==> src/rtl/trap_csr_unit.sv <==
// Machine-mode trap/CSR sequencer: owns the M-mode trap CSRs, serves CSR instructions and
// sequences exception/interrupt entry and mret into a stall-then-redirect of the PC register.
module trap_csr_unit #(
    parameter int               XLEN        = 32,
    parameter logic [XLEN-1:0]  MTVEC_RESET = '0
) (
    input  logic            clk,
    input  logic            rst,
    input  logic            exc_valid,
    input  logic [3:0]      exc_cause,
    input  logic [XLEN-1:0] exc_pc,
    input  logic [XLEN-1:0] exc_tval,
    input  logic            irq_ext,
    input  logic [XLEN-1:0] retire_pc,
    input  logic            mret,
    input  logic            csr_en,
    input  logic [1:0]      csr_op,
    input  logic [11:0]     csr_addr,
    input  logic [XLEN-1:0] csr_wdata,
    output logic [XLEN-1:0] csr_rdata,
    output logic            csr_illegal,
    output logic            stall,
    output logic            redirect,
    output logic [XLEN-1:0] redirect_pc
);

    localparam logic [11:0] A_MSTATUS  = 12'h300;
    localparam logic [11:0] A_MIE      = 12'h304;
    localparam logic [11:0] A_MTVEC    = 12'h305;
    localparam logic [11:0] A_MSCRATCH = 12'h340;
    localparam logic [11:0] A_MEPC     = 12'h341;
    localparam logic [11:0] A_MCAUSE   = 12'h342;
    localparam logic [11:0] A_MTVAL    = 12'h343;
    localparam logic [11:0] A_MIP      = 12'h344;

    typedef enum logic [1:0] {
        S_IDLE,
        S_SAVE,
        S_JUMP,
        S_RET
    } state_t;

    state_t          r_state;
    logic            r_mstatus_mie;
    logic            r_mstatus_mpie;
    logic            r_meie;
    logic [XLEN-1:0] r_mtvec;
    logic [XLEN-1:0] r_mscratch;
    logic [XLEN-1:0] r_mepc;
    logic            r_mcause_int;
    logic [3:0]      r_mcause_code;
    logic [XLEN-1:0] r_mtval;
    logic            r_stall;
    logic            r_redirect;
    logic [XLEN-1:0] r_redirect_pc;

    logic [XLEN-1:0] w_mstatus;
    logic [XLEN-1:0] w_mie;
    logic [XLEN-1:0] w_mip;
    logic [XLEN-1:0] w_mepc;
    logic [XLEN-1:0] w_mcause;
    logic [XLEN-1:0] w_rdata;
    logic            w_legal;
    logic [XLEN-1:0] w_wval;
    logic            w_idle;
    logic            w_exc_take;
    logic            w_irq_take;
    logic            w_mret_take;
    logic            w_csr_we;
    logic [XLEN-1:0] w_tvec_base;
    logic [XLEN-1:0] w_trap_target;

    // Architectural views of the sparse CSRs; mepc is always read back word-aligned.
    always_comb begin
        // NOTE: every combinational output gets a default first so no path leaves it unassigned (no latch).
        w_mstatus        = '0;
        w_mstatus[12:11] = 2'b11;
        w_mstatus[7]     = r_mstatus_mpie;
        w_mstatus[3]     = r_mstatus_mie;
        w_mie            = '0;
        w_mie[11]        = r_meie;
        w_mip            = '0;
        w_mip[11]        = irq_ext;
        w_mepc           = {r_mepc[XLEN-1:2], 2'b00};
        w_mcause         = '0;
        w_mcause[XLEN-1] = r_mcause_int;
        w_mcause[3:0]    = r_mcause_code;
    end

    always_comb begin
        w_rdata = '0;
        w_legal = 1'b1;
        case (csr_addr)
            A_MSTATUS:  w_rdata = w_mstatus;
            A_MIE:      w_rdata = w_mie;
            A_MTVEC:    w_rdata = r_mtvec;
            A_MSCRATCH: w_rdata = r_mscratch;
            A_MEPC:     w_rdata = w_mepc;
            A_MCAUSE:   w_rdata = w_mcause;
            A_MTVAL:    w_rdata = r_mtval;
            A_MIP:      w_rdata = w_mip;
            default:    w_legal = 1'b0;
        endcase
    end

    always_comb begin
        w_wval = w_rdata;
        case (csr_op)
            2'b01:   w_wval = csr_wdata;
            2'b10:   w_wval = w_rdata | csr_wdata;
            2'b11:   w_wval = w_rdata & ~csr_wdata;
            default: w_wval = w_rdata;
        endcase
    end

    assign csr_rdata   = w_rdata;
    assign csr_illegal = csr_en & ~w_legal;

    // Trap-take priority in IDLE: exception, then enabled interrupt, then mret, then CSR write.
    assign w_idle      = (r_state == S_IDLE);
    assign w_exc_take  = w_idle & exc_valid;
    assign w_irq_take  = w_idle & irq_ext & r_meie & r_mstatus_mie;
    assign w_mret_take = w_idle & mret;
    assign w_csr_we    = w_idle & csr_en & (csr_op != 2'b00) & w_legal
                         & ~w_exc_take & ~w_irq_take & ~w_mret_take;

    assign w_tvec_base   = {r_mtvec[XLEN-1:2], 2'b00};
    assign w_trap_target = ((r_mtvec[1:0] == 2'b01) && r_mcause_int)
                           ? w_tvec_base + XLEN'({r_mcause_code, 2'b00})
                           : w_tvec_base;

    always_ff @(posedge clk or negedge rst) begin
        if (!rst) begin
            r_state        <= S_IDLE;
            r_mstatus_mie  <= 1'b0;
            r_mstatus_mpie <= 1'b0;
            r_meie         <= 1'b0;
            r_mtvec        <= MTVEC_RESET;
            r_mscratch     <= '0;
            r_mepc         <= '0;
            r_mcause_int   <= 1'b0;
            r_mcause_code  <= '0;
            r_mtval        <= '0;
            r_stall        <= 1'b0;
            r_redirect     <= 1'b0;
            r_redirect_pc  <= '0;
        end else begin
            // NOTE: sequential state uses non-blocking assignments so every register sees pre-edge values.
            case (r_state)
                S_IDLE: begin
                    if (w_exc_take || w_irq_take) begin
                        r_state        <= S_SAVE;
                        r_stall        <= 1'b1;
                        r_mstatus_mpie <= r_mstatus_mie;
                        r_mstatus_mie  <= 1'b0;
                        r_mcause_int   <= ~w_exc_take;
                        r_mepc         <= w_exc_take ? exc_pc    : retire_pc;
                        r_mcause_code  <= w_exc_take ? exc_cause : 4'd11;
                        r_mtval        <= w_exc_take ? exc_tval  : '0;
                    end else if (w_mret_take) begin
                        r_state       <= S_RET;
                        r_redirect    <= 1'b1;
                        r_redirect_pc <= w_mepc;
                    end else if (w_csr_we) begin
                        case (csr_addr)
                            A_MSTATUS: begin
                                r_mstatus_mie  <= w_wval[3];
                                r_mstatus_mpie <= w_wval[7];
                            end
                            A_MIE:      r_meie     <= w_wval[11];
                            A_MTVEC:    r_mtvec    <= w_wval;
                            A_MSCRATCH: r_mscratch <= w_wval;
                            A_MEPC:     r_mepc     <= w_wval;
                            A_MCAUSE: begin
                                r_mcause_int  <= w_wval[XLEN-1];
                                r_mcause_code <= w_wval[3:0];
                            end
                            A_MTVAL:    r_mtval    <= w_wval;
                            default:    ;
                        endcase
                    end
                end
                S_SAVE: begin
                    r_state       <= S_JUMP;
                    r_redirect    <= 1'b1;
                    r_redirect_pc <= w_trap_target;
                end
                S_JUMP: begin
                    r_state    <= S_IDLE;
                    r_stall    <= 1'b0;
                    r_redirect <= 1'b0;
                end
                S_RET: begin
                    r_state        <= S_IDLE;
                    r_redirect     <= 1'b0;
                    r_mstatus_mie  <= r_mstatus_mpie;
                    r_mstatus_mpie <= 1'b1;
                end
                default: r_state <= S_IDLE;
            endcase
        end
    end

    assign stall       = r_stall;
    assign redirect    = r_redirect;
    assign redirect_pc = r_redirect_pc;

endmodule

==> config.mk <==
export PLATFORM = sky130hd
export DESIGN_NAME = trap_csr_unit
export DESIGN_NICKNAME = d
export VERILOG_FILES = /design/src/rtl/trap_csr_unit.sv
export SDC_FILE = /design/constraint.sdc
export NUM_CORES = 1
export LEC_CHECK = 0
export ABC_AREA = 1
export BUFFER_PORTS_ARGS = -buffer_cell sky130_fd_sc_hd__buf_4
export CORE_AREA = 2 2 151 153
export DETAILED_ROUTE_END_ITERATION = 10
export DIE_AREA = 0 0 153 155
export GPL_TIMING_DRIVEN = 0
export PLACE_DENSITY_LB_ADDON = 0.05
export SLEW_MARGIN = 20
export SYNTH_ARGS = -nofsm -noshare
export SYNTH_HDL_FRONTEND = slang
export SYNTH_SLANG_ARGS = --single-unit
==> constraint.sdc <==
create_clock -name clk -period 4.9 [get_ports clk]
set_input_delay 0.49 -clock clk [delete_from_list [all_inputs] [get_ports clk]]
set_output_delay 0.49 -clock clk [all_outputs]
set_load 0.03 [all_outputs]
==> results of run 1 <==
==> cell type report <==
class,count,area (µm²)
Timing Repair Buffer,213,1630
Clock inverter,13,124
Multi-Input combinational cell,1376,6030
Buffer,81,437
Sequential cell,168,4200
Tap cell,285,357
Clock buffer,18,439
Inverter,123,462
Fill cell,2139,8550
==> layer usage <==
metal | GRT usage [%] | part of all wire [%] | up-vias
met5 | 0 | 0.027 | -
met4 | 13.4 | 3.1 | 2
met3 | 9.78 | 12 | 112
met2 | 61.7 | 44 | 814
met1 | 54.7 | 41 | 5877
li1 | - | - | 5982
==> power by group <==
group | leakage [nW] | switching (W) | internal, W | total (W)
Sequential | 1.96 | 0.000422 | 0.00176 | 0.00218
Combinational | 5.54 | 0.00183 | 0.000873 | 0.00270
Clock | 0.269 | 0.000628 | 0.000716 | 0.00134
Total | 7.77 | 0.00288 | 0.00335 | 0.00623
==> metrics by stage <==
stage	area (µm²)	cells	util, %	total power [W]	setup WS (ns)
finish	13700	2277	61.5	0.00623	1.57
global route	13700	2277	61.5	0.00657	1.39
floorplan	11100	1748	-	0.00372	2.34
global placement	13100	2245	58.8	0.00473	1.53
detailed placement	13100	2246	59.0	0.00483	1.58
CTS	13700	2277	61.5	0.00616	1.57
==> cells in the mapped netlist (2+ instances only) <==
cell,number
nand3_1,111
clkinv_1,3
inv_2,7
dfrtp_1,168
or2_1,8
nand2_1,859
o21ai_1,12
buf_2,22
nor2_4,4
ha_1,8
o211ai_1,4
nand4_1,18
inv_1,113
or2_2,13
nand3b_1,3
nor3_1,16
nor2_1,96
clkbuf_1,37
o21ai_0,125
o21ai_2,2
nor2_2,3
a21oi_1,40
o21a_1,2
buf_6,8
buf_1,2
nand2_2,8
buf_4,12
a31oi_1,7
xor2_1,7
o2111ai_1,11
o22ai_1,3
==> logic make-up after synthesis <==
group	synth area share [%]
other	0.0337
DFF	37.8
AOI/OAI and AO/OA	10.2
xor gates and xnor gates	0.630
and+or+nand+nor	42.2
buffers and inverters	8.07
adders and majority gates	1.08
==> final timing paths <==
path | cells after the start | slack [ns] | startpoint | endpoint
setup / recovery | 11 | 1.57 | csr_addr[11] | csr_rdata[6]
hold / removal | 1 | 0.03 | rst | redirect_pc[3]
setup reg to reg | 11 | 1.76 | r_state[0] | r_mtval[1]
hold reg to reg | 2 | 0.48 | redirect_pc[31] | redirect_pc[31]
max in group asynchronous | 2 | 3.98 | rst | r_mepc[25]
min in group clk | 3 | 0.31 | mret | r_state[0]
==> state kept, by name (all words and copies together) (netlist names), 2 cells and up <==
register / flops
r_mcause_code: 4
r_state: 2
r_mscratch: 32
r_mtvec: 32
r_mtval: 32
redirect_pc: 30
r_mepc: 30
==> metrics.md, run 1 <==
| Metric | Value |
|---|---|
| Pwr per Cell Area | 456 nW/µm² |
| Leak | 7.77 nW |
| CTS Sinks | 168 |
| Largest delay share family, worst path | buffers and inverters |
| Worst path buffer plus inverter count | 5 |
| Share of the synthesized area in the top cell type | 37.8% |
| Post-synthesis register bit count | 168 |
| CTS resizes | 0 |
| Clock tree from TritonCTS | built |
| Drt wl/cell | 20.8 µm |
| Post-Route WL | 47.4 mm |
| Largest stage delay, worst path | 0.52 ns |
| Fmax | 300 MHz |
| Maximum clock insertion buffer count | 2 |
| Routed Antenna Nets | 0 |
| Worst Path Arrival | 2.84 ns |
| Total GRT Usage | 39.7% |
| Slew @ Worst Pin | 0.859 ns |
| Global placement routability congestion | 0.999 |
| Diode count | 0 |
| Post-DP HPWL | 38.0 mm |
| Worst-case hold slack | 0.0310 ns |
| # DRC | 0 |
| Number of I/O pins | 219 |
| Commonest non-fill, non-tap cell in the layout | nand2_1 |
| Drt pass-1 iters | 6 |
| CP Class | input port to primary output |
| Post-layout min period | 3.33 ns |
| Post-synth EDFFs | 0 |
| RSZ-0062 raised after global routing | no |
| Worst-path clk slew | 0.07 ns |
| Port Buffer Count | 212 |
| Tcrit/Tclk final | 68.0% |
| Final hold viol count | 0 |
| Max VDD drop | 418 µV |
| Final setup violation count | 0 |
| Area grow syn2layout | 22.9% |
| Die Ht | 155 µm |
| Mapped Cells | 1,747 |
| Clock Latency Late Sink | 0.45 ns |
| Setup tns final | 0 ns |
| Most used DFF post-synth | dfrtp_1 |
| Synth warnings | 0 |
| Slew HR | 42.5% |
| Most frequent cells in the layout | nand2_1, buf_4, dfrtp_1, o21ai_0, inv_1 |
| Die Wd | 153 µm |
| Vias in the first global route | 11,900 |
| Mapped cell area | 11,100 µm² |
| Core area | 22,200 µm² |
| CTS Hold Bufs | 0 |
| Vias per cell | 5.62 |
| CP max stage cell | clkbuf_1 |
| Initial DRC Count | 1,397 |
| First-pass GRT wire length | 71.2 mm |
| Post-synth top area cell | dfrtp_1 |
| Num rows | 55 |
| CTS Buf Count | 17 |
| Critical Path End Type | primary output |
| Fin nets | 2,141 |
| Gr ovfl total | 0 |
| DIE AREA | 23,700 µm² |
| Synth unique cells | 46 |
| Share of cells above drive strength 1 | 16.5% |
| Worst setup SP type | input port |
| Post-synthesis sequential area ratio | 37.8% |
| Largest net degree at the start of global routing | 92 |
| Vias | 12,800 |
| Fraction of registers with async set/reset | 100% |
| Initial Util | 50.1% |
| Ranking of synthesized cells by area | dfrtp_1, nand2_1, o21ai_0 |
| CTS root buf | clkbuf_16 |
| H-tree levels | 4 |
| Clock Skews | 0.0161 ns |
| Pins Over Slew Limit | 0 |
| Crit-path max FO | 10 |
| Antenna violations before repair | 1 |
| Cell Chain, Critical Path | buf_4 > inv_1 > nand2_1 > nor2_1 > buf_6 > nand3_1 > nor2_1 > clkbuf_1 > nand2_1 > o2111ai_1 > buf_4 |
| Post-CTS Setup Bufs | 0 |
| Status | finished clean |
| Avg Cell Area, Syn | 6.37 µm² |
| # Max-Cap Violations | 0 |
| Worst EP required | 4.41 ns |
| Hold WC Path Type | input port to async pin |
No activity file was read; power rests on OpenSTA's default activity.
==> run 2: changes to the inputs <==
Clock period 4.9 ns to 3.18 ns, I/O delays scaled along.
==> metrics.md, run 2 (synthesis results as in run 1) <==
| Metric | Value |
|---|---|
| Status | finished clean |
| CTS Sinks | 168 |
| CTS Buf Count | 17 |
| Worst Path Arrival | 3.52 ns |
| Critical Path End Type | register |
| Port Buffer Count | 212 |
| FF+latch area | 4200 µm² |
| Pwr per Cell Area | 701 nW/µm² |
| Initial Util | 50.1% |
| Worst EP required | 3.55 ns |
| CTS resizes | 0 |
| Setup tns final | 0 ns |
| Fillers | 2,138 |
| Vias per cell | 5.60 |
| Worst setup SP type | register |
| CTS root buf | clkbuf_16 |
| First-pass GRT wire length | 71.3 mm |
| Final hold viol count | 0 |
| RSZ-0062 raised after global routing | no |
| Most used cell along the critical path | nand2_1 |
| Most frequent cells in the layout | nand2_1, buf_4, dfrtp_1, o21ai_0, inv_1 |
| Core area | 22,200 µm² |
| Drt pass-1 iters | 8 |
| Slew @ Worst Pin | 0.866 ns |
| CP max stage cell | buf_1 |
| Clock Latency Late Sink | 0.44 ns |
| Leak | 7.77 nW |
| Post-DP HPWL | 38.0 mm |
| Multi-input logic area | 6030 µm² |
| Drt wl/cell | 20.8 µm |
| CTS Hold Bufs | 1 |
| Clock tree from TritonCTS | built |
| Gr ovfl total | 0 |
| Worst-path clk slew | 0.07 ns |
| Hold WC Path Type | input port to register |
| # DRC | 0 |
| Post-layout min period | 3.15 ns |
| Maximum clock insertion buffer count | 2 |
| Placed Area | 13,100 µm² |
| Commonest non-fill, non-tap cell in the layout | nand2_1 |
| Num rows | 55 |
| Total power | 0.00960 W |
| Largest stage delay, worst path | 0.69 ns |
| H-tree levels | 4 |
| Worst-case hold slack | 0.137 ns |
| Post-Route WL | 47.4 mm |
| Vias | 12,800 |
| Largest delay share family, worst path | buffers and inverters |
| Total GRT Usage | 39.7% |
| Largest net degree at the start of global routing | 92 |
| DIE AREA | 23,700 µm² |
| Global placement routability congestion | 0.999 |
| Fin nets | 2,142 |
| Final setup violation count | 0 |
| Pins Over Slew Limit | 0 |
| Area grow syn2layout | 23.0% |
| Cell Chain, Critical Path | inv_1 > ha_1 > nand4_1 > nand2_2 > inv_2 > clkbuf_1 > buf_1 > nand2_1 > nand2_1 > nand2_1 > nand2_1 |
| Fmax | 318 MHz |
| Initial DRC Count | 1,492 |
| Biggest regs | r_mscratch (32), r_mtval (32), r_mtvec (32) |
| Vias in the first global route | 11,900 |
| Slew HR | 42.0% |
| Die Wd | 153 µm |
| Crit-path max FO | 10 |
| Antenna violations before repair | 1 |
| Share of cells above drive strength 1 | 16.5% |
| Max VDD drop | 628 µV |
| Worst path buffer plus inverter count | 4 |
| Clock Skews | 0.0165 ns |
| # Max-Cap Violations | 0 |
| CP Class | register to register |
| Post-CTS Setup Bufs | 0 |
| Number of I/O pins | 219 |
| Tcrit/Tclk final | 98.9% |
| Post-layout utilization of the core | 61.6% |
| Die Ht | 155 µm |
| Routed Antenna Nets | 0 |
| Final Instance Area | 13,700 µm² |
| Diode count | 0 |
run 2: changes by cell type in the layout (fill, tap and decap cells not counted), sizes merged:
cell,delta
dlygate4sd3,+1
run 2: cell type report:
cell class | instances | area share (%)
timing repair buffer | 214 | 12.0
clock inverter | 13 | 0.905
buffer | 81 | 3.19
inverter | 123 | 3.37
clock buffer | 18 | 3.21
tap | 285 | 2.61
multi-input combinational | 1376 | 44.0
sequential | 168 | 30.7
run 2: worst paths after layout:
check                      cells after the start            start  slack, ns         endpoint
min in group asynchronous                      2              rst       0.45   redirect_pc[3]
max reg2reg                                   11       r_state[0]       0.03       r_mtval[1]
min                                            3             mret       0.14       r_state[0]
max                                           11       r_state[0]       0.03       r_mtval[1]
min reg2reg                                    2  redirect_pc[31]       0.48  redirect_pc[31]
max in group asynchronous                      3              rst       1.83     r_mcause_int
run 2: worst min-delay path, cell delays in order:
cell and delay [ns]:
buf_4 0.10, o31ai_1 0.07, inv_1 0.05
run 2: report_power, final:
group          switching, W  internal [W]  total, W  leakage, nW
Sequential         0.000649       0.00272   0.00337         1.96
Combinational       0.00282       0.00135   0.00417         5.55
Clock              0.000959       0.00110   0.00206        0.269
run 2: metal layers:
layer  vias up  wire, µm  track usage, %
li1       5991         -               -
met1      5872     19500            54.7
met2       788     20900            61.7
met3       114      5520            9.86
met4         2      1530            13.3
met5         -        13               0
run 2: stage by stage:
step,setup WS [ns],instances
after floorplan,0.966,1748
after global placement,0.149,2245
after detailed placement,0.204,2246
after CTS,0.186,2278
after global routing,0.0137,2278
final,0.0339,2278
